### src/rtl/uart_tx_fifo_if.sv
// UART transmitter bus: write side (wr_en/wr_data/parity_odd),
// line timing (baud_tick) and status/line outputs.
// master = the system driving writes, slave = uart_tx_fifo.
interface uart_tx_fifo_if #(
    parameter int DATA_BITS  = 8,
    parameter int FIFO_DEPTH = 4
) ();
    logic                            baud_tick;
    logic                            wr_en;
    logic [DATA_BITS-1:0]            wr_data;
    logic                            parity_odd;
    logic                            TxD;
    logic                            TBR;
    logic                            busy;
    logic [$clog2(FIFO_DEPTH):0]     fifo_count;
    logic                            overflow;

    modport master (
        output baud_tick, wr_en, wr_data, parity_odd,
        input  TxD, TBR, busy, fifo_count, overflow
    );

    modport slave (
        input  baud_tick, wr_en, wr_data, parity_odd,
        output TxD, TBR, busy, fifo_count, overflow
    );
endinterface

### src/rtl/uart_tx_fifo.sv
// UART transmitter with a small transmit FIFO.
// Frame: start bit, DATA_BITS data bits LSB first, optional parity bit,
// STOP_BITS stop bits. The line only advances on baud_tick.
// Optional feature: define UART_TX_PARITY_EN to insert a parity bit
// (parity_odd chooses odd/even, captured when the character is popped).
//
// state  | meaning
// IDLE   | line high, waiting for a tick with data queued
// START  | start bit (low) on the line
// DATA   | shifting data bits out, LSB first
// PARITY | parity bit on the line (only with UART_TX_PARITY_EN)
// STOP   | stop bit(s) high; pops back-to-back if more data queued
module uart_tx_fifo #(
    parameter int DATA_BITS  = 8,
    parameter int STOP_BITS  = 1,
    parameter int FIFO_DEPTH = 4
) (
    input  logic          clk,
    input  logic          reset,
    uart_tx_fifo_if.slave bus
);
    localparam int PW = (FIFO_DEPTH > 1) ? $clog2(FIFO_DEPTH) : 1;
    localparam int CW = $clog2(FIFO_DEPTH) + 1;
    localparam int BW = $clog2(DATA_BITS);
    localparam logic [CW-1:0] DEPTH_C  = CW'(FIFO_DEPTH);
    localparam logic [BW-1:0] LAST_BIT = BW'(DATA_BITS - 1);

    typedef enum logic [2:0] {
        S_IDLE,
        S_START,
        S_DATA,
`ifdef UART_TX_PARITY_EN
        S_PARITY,
`endif
        S_STOP
    } state_t;

    state_t               state_q, state_d;
    logic                 txd_q, txd_d;
    logic [DATA_BITS-1:0] shift_q, shift_d;
    logic [BW-1:0]        bit_cnt_q, bit_cnt_d;
    logic                 stop_cnt_q, stop_cnt_d;
`ifdef UART_TX_PARITY_EN
    logic                 parity_q, parity_d;
`endif
    logic [DATA_BITS-1:0] mem_q [FIFO_DEPTH];
    logic [PW-1:0]        wptr_q, wptr_d, rptr_q, rptr_d;
    logic [CW-1:0]        count_q, count_d;
    logic                 pop, push;
    logic [DATA_BITS-1:0] head;

    assign head = mem_q[rptr_q];

    // Next-state for the line FSM and FIFO bookkeeping.
    always_comb begin
        state_d    = state_q;
        txd_d      = txd_q;
        shift_d    = shift_q;
        bit_cnt_d  = bit_cnt_q;
        stop_cnt_d = stop_cnt_q;
`ifdef UART_TX_PARITY_EN
        parity_d   = parity_q;
`endif
        pop        = 1'b0;

        case (state_q)
            S_IDLE: begin
                if (bus.baud_tick && count_q != '0) pop = 1'b1;
            end
            S_START: begin
                if (bus.baud_tick) begin
                    txd_d     = shift_q[0];
                    shift_d   = shift_q >> 1;
                    bit_cnt_d = '0;
                    state_d   = S_DATA;
                end
            end
            S_DATA: begin
                if (bus.baud_tick) begin
                    if (bit_cnt_q < LAST_BIT) begin
                        txd_d     = shift_q[0];
                        shift_d   = shift_q >> 1;
                        bit_cnt_d = bit_cnt_q + BW'(1);
                    end else begin
`ifdef UART_TX_PARITY_EN
                        txd_d   = parity_q;
                        state_d = S_PARITY;
`else
                        txd_d      = 1'b1;
                        stop_cnt_d = 1'b0;
                        state_d    = S_STOP;
`endif
                    end
                end
            end
`ifdef UART_TX_PARITY_EN
            S_PARITY: begin
                if (bus.baud_tick) begin
                    txd_d      = 1'b1;
                    stop_cnt_d = 1'b0;
                    state_d    = S_STOP;
                end
            end
`endif
            S_STOP: begin
                if (bus.baud_tick) begin
                    if (STOP_BITS == 2 && !stop_cnt_q) begin
                        stop_cnt_d = 1'b1;
                    end else if (count_q != '0) begin
                        pop = 1'b1;
                    end else begin
                        state_d = S_IDLE;
                    end
                end
            end
            default: state_d = S_IDLE;
        endcase

        // A pop always loads the shifter and drives the start bit.
        if (pop) begin
            shift_d = head;
            txd_d   = 1'b0;
            state_d = S_START;
`ifdef UART_TX_PARITY_EN
            parity_d = (^head) ^ bus.parity_odd;
`endif
        end

        push    = bus.wr_en && (count_q != DEPTH_C || pop);
        wptr_d  = push ? wptr_q + PW'(1) : wptr_q;
        rptr_d  = pop  ? rptr_q + PW'(1) : rptr_q;
        count_d = count_q;
        if (push && !pop)      count_d = count_q + CW'(1);
        else if (pop && !push) count_d = count_q - CW'(1);
    end

    // State and control registers; reset aborts any frame and empties the FIFO.
    always_ff @(posedge clk) begin
        if (reset) begin
            state_q    <= S_IDLE;
            txd_q      <= 1'b1;
            shift_q    <= '0;
            bit_cnt_q  <= '0;
            stop_cnt_q <= 1'b0;
`ifdef UART_TX_PARITY_EN
            parity_q   <= 1'b0;
`endif
            wptr_q     <= '0;
            rptr_q     <= '0;
            count_q    <= '0;
        end else begin
            state_q    <= state_d;
            txd_q      <= txd_d;
            shift_q    <= shift_d;
            bit_cnt_q  <= bit_cnt_d;
            stop_cnt_q <= stop_cnt_d;
`ifdef UART_TX_PARITY_EN
            parity_q   <= parity_d;
`endif
            wptr_q     <= wptr_d;
            rptr_q     <= rptr_d;
            count_q    <= count_d;
        end
    end

    // FIFO storage; contents are don't-care once the pointers are reset.
    always_ff @(posedge clk) begin
        if (!reset && push) mem_q[wptr_q] <= bus.wr_data;
    end

    assign bus.TxD        = txd_q;
    assign bus.TBR        = (count_q != DEPTH_C);
    assign bus.busy       = (state_q != S_IDLE);
    assign bus.fifo_count = count_q;
    assign bus.overflow   = bus.wr_en && !push && !reset;
endmodule

### src/flat_wrapper.sv
// flat-port wrapper written by rule: the top's interface ports become plain ports
module uart_tx_fifo_flat 
#(
    parameter int DATA_BITS  = 8,
    parameter int STOP_BITS  = 1,
    parameter int FIFO_DEPTH = 4
)
  (clk, reset, bus_baud_tick, bus_wr_en, bus_wr_data, bus_parity_odd, bus_TxD, bus_TBR, bus_busy, bus_fifo_count, bus_overflow);
  uart_tx_fifo_if #(.DATA_BITS(DATA_BITS), .FIFO_DEPTH(FIFO_DEPTH)) bus_i ();
  input  logic clk;
  input  logic reset;
  input wire logic [$bits(bus_i.baud_tick)-1:0] bus_baud_tick;
  input wire logic [$bits(bus_i.wr_en)-1:0] bus_wr_en;
  input wire logic [$bits(bus_i.wr_data)-1:0] bus_wr_data;
  input wire logic [$bits(bus_i.parity_odd)-1:0] bus_parity_odd;
  output wire logic [$bits(bus_i.TxD)-1:0] bus_TxD;
  output wire logic [$bits(bus_i.TBR)-1:0] bus_TBR;
  output wire logic [$bits(bus_i.busy)-1:0] bus_busy;
  output wire logic [$bits(bus_i.fifo_count)-1:0] bus_fifo_count;
  output wire logic [$bits(bus_i.overflow)-1:0] bus_overflow;
  assign bus_i.baud_tick = bus_baud_tick;
  assign bus_i.wr_en = bus_wr_en;
  assign bus_i.wr_data = bus_wr_data;
  assign bus_i.parity_odd = bus_parity_odd;
  assign bus_TxD = bus_i.TxD;
  assign bus_TBR = bus_i.TBR;
  assign bus_busy = bus_i.busy;
  assign bus_fifo_count = bus_i.fifo_count;
  assign bus_overflow = bus_i.overflow;
  uart_tx_fifo #(.DATA_BITS(DATA_BITS), .STOP_BITS(STOP_BITS), .FIFO_DEPTH(FIFO_DEPTH)) u_core (.clk(clk), .reset(reset), .bus(bus_i));
endmodule
### config.mk
export PLATFORM = sky130hd
export DESIGN_NAME = uart_tx_fifo_flat
export DESIGN_NICKNAME = d
export VERILOG_FILES = /design/src/rtl/uart_tx_fifo_if.sv /design/src/rtl/uart_tx_fifo.sv /design/src/flat_wrapper.sv
export SDC_FILE = /design/constraint.sdc
export NUM_CORES = 1
export LEC_CHECK = 0
export CORE_MARGIN = 1.5
export CORE_UTILIZATION = 45
export DETAILED_ROUTE_END_ITERATION = 8
export GPL_ROUTABILITY_DRIVEN = 0
export HOLD_SLACK_MARGIN = 0.12
export PLACE_DENSITY = 0.7
export RECOVER_POWER = 25
export SYNTH_ARGS = -nofsm -noshare
export SYNTH_HDL_FRONTEND = slang
export SYNTH_SLANG_ARGS = --single-unit
### constraint.sdc
create_clock -name clk -period 4.3 [get_ports clk]
set_input_delay 0.86 -clock clk [delete_from_list [all_inputs] [get_ports clk]]
set_output_delay 0.86 -clock clk [all_outputs]
set_load 0.02 [all_outputs]
# After elaboration in Yosys (flattened, before gate mapping)
# Memories as Yosys holds them, arrays and structs flattened. A register that Yosys moved wholly into a read port is not among the register bits.
# Index checks and enable logic that the tools add are counted.
# word_totals
reg_bits,22
mem_bits_rw,32
input_bits,13
word_cells,87
n_memories,1
# memory_table
memory,depth,word_bits,rd,rd_ports_with_merged_regs,wr,line,source
u_core.mem_q,4,8,1,1,1,uart_tx_fifo.sv:46,logic [DATA_BITS-1:0] mem_q [FIFO_DEPTH];
# op_classes
n_addsub,5
order_cmp,1
n_eq_ne,17
n_mux,31
n_bitwise,1
n_reduce_logical,23
# ops
cell,n
8-bit two-way mux,4
3-bit two-way mux,10
8-bit one-hot mux with 2 select lines,1
3-bit by 2-bit inequality test with 1-bit output (second input constant),5
3-bit one-hot mux with 4 select lines,1
6-bit AND reduction,2
1-bit two-way mux,10
2-bit inequality test (second input constant),5
3-bit nonzero test,3
4-bit AND reduction,2
1-bit logical AND,7
3-bit by 1-bit adder with 3-bit output (second input constant),2
3-bit by 2-bit equality test with 1-bit output (second input constant),2
3-bit one-hot mux with 2 select lines,1
2-bit by 1-bit adder with 2-bit output (second input constant),2
2-bit two-way mux,2
2-bit by 1-bit inequality test with 1-bit output (second input constant),2
1-bit one-hot mux with 2 select lines,2
2-bit nonzero test,2
3-bit by 1-bit equality test with 1-bit output (second input constant),1
1-bit logical NOT,3
3-bit logical NOT,1
3-bit < comparator (second input constant),1
3-bit by 1-bit inequality test with 1-bit output (second input constant),1
other kinds (6),6

# Logic depth before layout (Yosys ltp)
# depth
word_depth,10
mapped_depth,12

# Worst setup path after synthesis
# Ideal clock, no wire load.
# synth_timing
path_kind,in2reg
start,input port bus_baud_tick
end,register u_core.count_q[2] (netlist: u_core.bus.fifo_count[2])
arrival_time_ns,2.549
required_time_ns,4.229
setup_slack_ns,1.680
cell_stages,10
path_buffers,1
path_cell_list,nand2b_1 nor3_1 inv_1 buf_2 ha_1 inv_1 fa_1 xor2_1 or3_2 a21oi_1
# synth_between
elab_chain_cells,8
elab_cells_between_ends,12
cone_classes,4 x mux; 8 x reduce/logical
# synth_lines
item,line,source
from (decl),flat_wrapper.sv:12,input wire logic [$bits(bus_i.baud_tick)-1:0] bus_baud_tick;
1-bit logical AND,uart_tx_fifo.sv:68,if (bus.baud_tick && count_q != '0) pop = 1'b1;
1-bit two-way mux,uart_tx_fifo.sv:68,
1-bit one-hot mux with 2 select lines *,uart_tx_fifo.sv:66,case (state_q)
1-bit logical OR,uart_tx_fifo.sv:129,push = bus.wr_en && (count_q != DEPTH_C || pop);
1-bit logical AND,uart_tx_fifo.sv:129,
1-bit logical NOT,uart_tx_fifo.sv:134,else if (pop && !push) count_d = count_q - CW'(1);
1-bit logical AND,uart_tx_fifo.sv:134,
2-bit nonzero test (no source line),--,
to (signal assigned),uart_tx_fifo.sv:162,count_q <= count_d;
to (decl),uart_tx_fifo.sv:48,"logic [CW-1:0] count_q, count_d;"
# Every way passes the cells marked *; elsewhere a longest branch is shown, timed or not.
# A chain may end at the register's enable or synchronous reset.

# Worst setup path after layout
# layout_timing
start,input port bus_baud_tick
end,output port bus_overflow
# layout_between
elab_chain_cells,8
elab_cells_between_ends,9
cone_classes,3 x mux; 6 x reduce/logical
# layout_lines
item,line,source
1-bit logical AND,uart_tx_fifo.sv:68,
1-bit two-way mux,uart_tx_fifo.sv:68,
1-bit one-hot mux with 2 select lines *,uart_tx_fifo.sv:66,
1-bit logical OR *,uart_tx_fifo.sv:129,
1-bit logical AND *,uart_tx_fifo.sv:129,
1-bit logical NOT *,uart_tx_fifo.sv:175,assign bus.overflow = bus.wr_en && !push && !reset;
1-bit logical AND * (2 in series),uart_tx_fifo.sv:175,
to (decl),flat_wrapper.sv:20,output wire logic [$bits(bus_i.overflow)-1:0] bus_overflow;
# Marked as above.

==> metrics.md <==
| Metric | Value |
|---|---|
| Syn_area_per_cell | 12.97 um^2 |
| Area Growth Syn to Fin | 15.48% |
| # rows | 26 |
| Width of the chip | 75.42 um |
| Pwr/cell area | 595.0 nW/um^2 |
| I/O Buffers | 18 |
| Dpl hpwl | 2.721 mm |
| Status | finished, final reports clean |
| Share of cells above drive strength 1 | 10.89% |
| Tcrit/Tclk final | 77.51% |
| Power, Total | 1.621 mW |
| Clock power share | 21.7% |
| Setup TNS | 0 ps |
| Max transition margin | 64.80% |
| Drt drc | 0 |
| Largest fanout on the critical path | 5 |
| Multi-input gate area | 870.8 um^2 |
| Worst Hold Class | reg2reg |
| Post-route insts no fill | 272 |
| Max cap viols | 0 |
| Total track usage | 15.70% |
| Hold Path Cell Cnt | 2 |
| Synth cell types | 39 |
| Placed Area | 2609 um^2 |
| Setup Crit Path Kind | in2out |
| Hold EP | u_core.shift_q[1] |
| DRT Wirelength | 3.986 mm |
| Part of the power in combinational logic | 34.3% |
| Internal power | 1.075 mW |
| Synth area leader | edfxtp_1 |
| Fin. max-slew vios | 0 |
| Maximum root-to-sink buffer count | 2 |
| Filler cell count | 466 |
| Yosys warns | 0 |
| Initial antenna violation count | 0 |
| Share of the synthesized area in the top cell type | 40.72% |
| Drt pass-1 iters | 4 |
| Mapped Cells | 182 |
| H-tree levels | 2 |
| Worst-Margin Slew | 527.2 ps |
| ANT cells | 0 |
| Minimum clock period | 3333 ps |
| CTS resizes | 0 |
| Clk Tree Root Cell | clkbuf_8 |
| Sw Share | 33.72% |
| Setup slack after layout | 967.3 ps |
| Reg2reg path depth | 12 |
| Grt ovf | 0 |
| Slack of the worst reg-to-reg path | 1260 ps |
| Die outline area | 5687 um^2 |
| Mapped cell area | 2360 um^2 |
| Final Hold Vio Count | 0 |
| Detail Route Antenna Nets | 0 |
| Clock sinks | 55 |
| Top_reg_cell synth | edfxtp_1 |
| Net Sw Power | 0.5467 mW |
| Core area | 5075 um^2 |
| Largest net degree at the start of global routing | 25 |
| CTS Hold Bufs | 0 |
| Setup Skew | 8.511 ps |
| DR iter-0 viols | 95 |
| Launching point of the worst reg2reg path | u_core.state_q[1] |
| Drt wl/cell | 14.65 um |
| Worst R2R End | u_core.bus.fifo_count[2] |
| Critical path capture point type | primary output |
| Post-synth ARST share | 0% |
| Setup violators final | 0 |
| Placed Cells | 264 |
| Final nets | 226 |
| Num ports | 20 |
| Via density | 5.279 |
| CTS tree | yes |
| Hold Startpoint | u_core.shift_q[1] |
| Dpl ws | 785.3 ps |
| Hold Worst Slack | 477.6 ps |
| CTS buffer count | 5 |
| Core Util, Final | 53.70% |
| Post-synthesis register bit count | 55 |
| Crit path required time | 3440 ps |
| First-pass GRT wire length | 6.382 mm |
| WP data arrival | 2470 ps |
| Crit start category | primary input |
| Setup bufs post-CTS | 0 |
| Finished Cell Area | 2725 um^2 |
| Syn Nets | 207 |
| Skew-Pair Late Insertion Delay | 310 ps |
| Initial Util | 46.50% |
| Die Span Y | 75.42 um |
| LEAKAGE | 0.9424 nW |
| Peak Freq | 300.1 MHz |
| Worst-path clk slew | 100 ps |
| Vias | 1436 |
| Number of enable flip-flop cells after synthesis | 32 |
| Synth top area cells | edfxtp_1 41%, dfxtp_1 20%, mux4_2 7.6% |
| Sequential cell area | 1421 um^2 |
| Max rail drop VDD | 0.0002412 V |
| Sequential area share after synthesis | 60.23% |
| Unrepaired setup endpoints after global routing | false |
| Vias in the first global route | 1339 |
| Reg power frac | 44.0% |
-- metal layers --
metal | vias to the layer above | wire, um | share of wire, % | GRT usage (%)
li1 | 717 | - | - | -
met4 | 0 | 73 | 1.8 | 7.738
met5 | - | 0 | 0 | 0
met1 | 688 | 1887 | 47 | 20.67
met2 | 24 | 1888 | 47 | 24.37
met3 | 7 | 137 | 3.4 | 3.968
-- power groups by stage --
| stage | sequential (mW) | clock (mW) | combinational (mW) |
|---|---|---|---|
| floorplan | 0.708 | 0 | 0.427 |
| CTS | 0.715 | 0.363 | 0.559 |
| finish | 0.714 | 0.352 | 0.556 |
| detailed placement | 0.726 | 0 | 0.558 |
| global placement | 0.724 | 0 | 0.547 |
| global route | 0.727 | 0.381 | 0.619 |
-- flip-flops by register name, summed over array words and instances (netlist names), named ones only --
register / flops
u_core.shift_q: 8
u_core.wptr_q: 2
u_core.bus.fifo_count: 3
u_core.bus.TxD: 1
u_core.state_q: 2
u_core.rptr_q: 2
u_core.bit_cnt_q: 3
u_core.mem_q: 32
-- worst max-delay path by stage --
stage,from,to,slack (ps),cells after the start
final,bus_baud_tick,bus_overflow,970,5
after global routing,bus_baud_tick,bus_overflow,880,5
after CTS,bus_baud_tick,bus_overflow,970,5
after detailed placement,bus_baud_tick,u_core.bus.fifo_count[2],790,11
after global placement,bus_baud_tick,u_core.bus.fifo_count[2],790,11
after floorplan,bus_baud_tick,u_core.bus.fifo_count[2],1680,10
-- cells in the mapped netlist, types with 2 or more instances --
cell	count
a21oi_1	12
mux2i_1	2
edfxtp_1	32
nor3_1	12
nand2b_1	2
ha_1	11
nand2_1	4
mux4_2	8
nor2_1	8
dfxtp_1	23
a22oi_1	3
o22ai_1	4
inv_1	9
clkbuf_1	5
nand3_1	10
xor2_1	2
o21ai_0	5
nand4_1	3
and2_1	5
buf_2	3
-- kinds of logic after synthesis --
| logic type | count (synthesis) | share of synthesized area [%] |
|---|---|---|
| fa+ha+maj | 12 | 6.681 |
| flops | 55 | 60.23 |
| compound gates | 36 | 9.704 |
| simple gates | 49 | 10.92 |
| buf+inv | 17 | 2.863 |
| xor+xnor | 3 | 1.114 |
| mux | 10 | 8.483 |
-- worst max-delay path, cell delays in order --
cell,delay (ps)
clkdlybuf4s50_1,490
nand2b_1,150
o211ai_1,170
nor3_1,170
clkdlybuf4s50_1,630
-- placed cells by master (no fill, tap or decap), types with 6 or more instances in the layout --
cell / instances
nand3_1: 10
a21oi_1: 12
dfxtp_1: 23
dlygate4sd3_1: 6
nor3_1: 12
clkdlybuf4s50_1: 12
edfxtp_1: 32
mux4_2: 8
nor2_1: 8
inv_1: 9
ha_1: 11
-- area by class of cell --
cell class	count	share of cell area [%]
flip-flops and latches	55	52.16
clock inverters	3	1.745
multi-input cells	110	31.96
clock buffers	5	2.525
inverters	9	1.240
well taps	70	3.214
repair buffers	20	7.163
No activity file was read; power rests on OpenSTA's default activity.
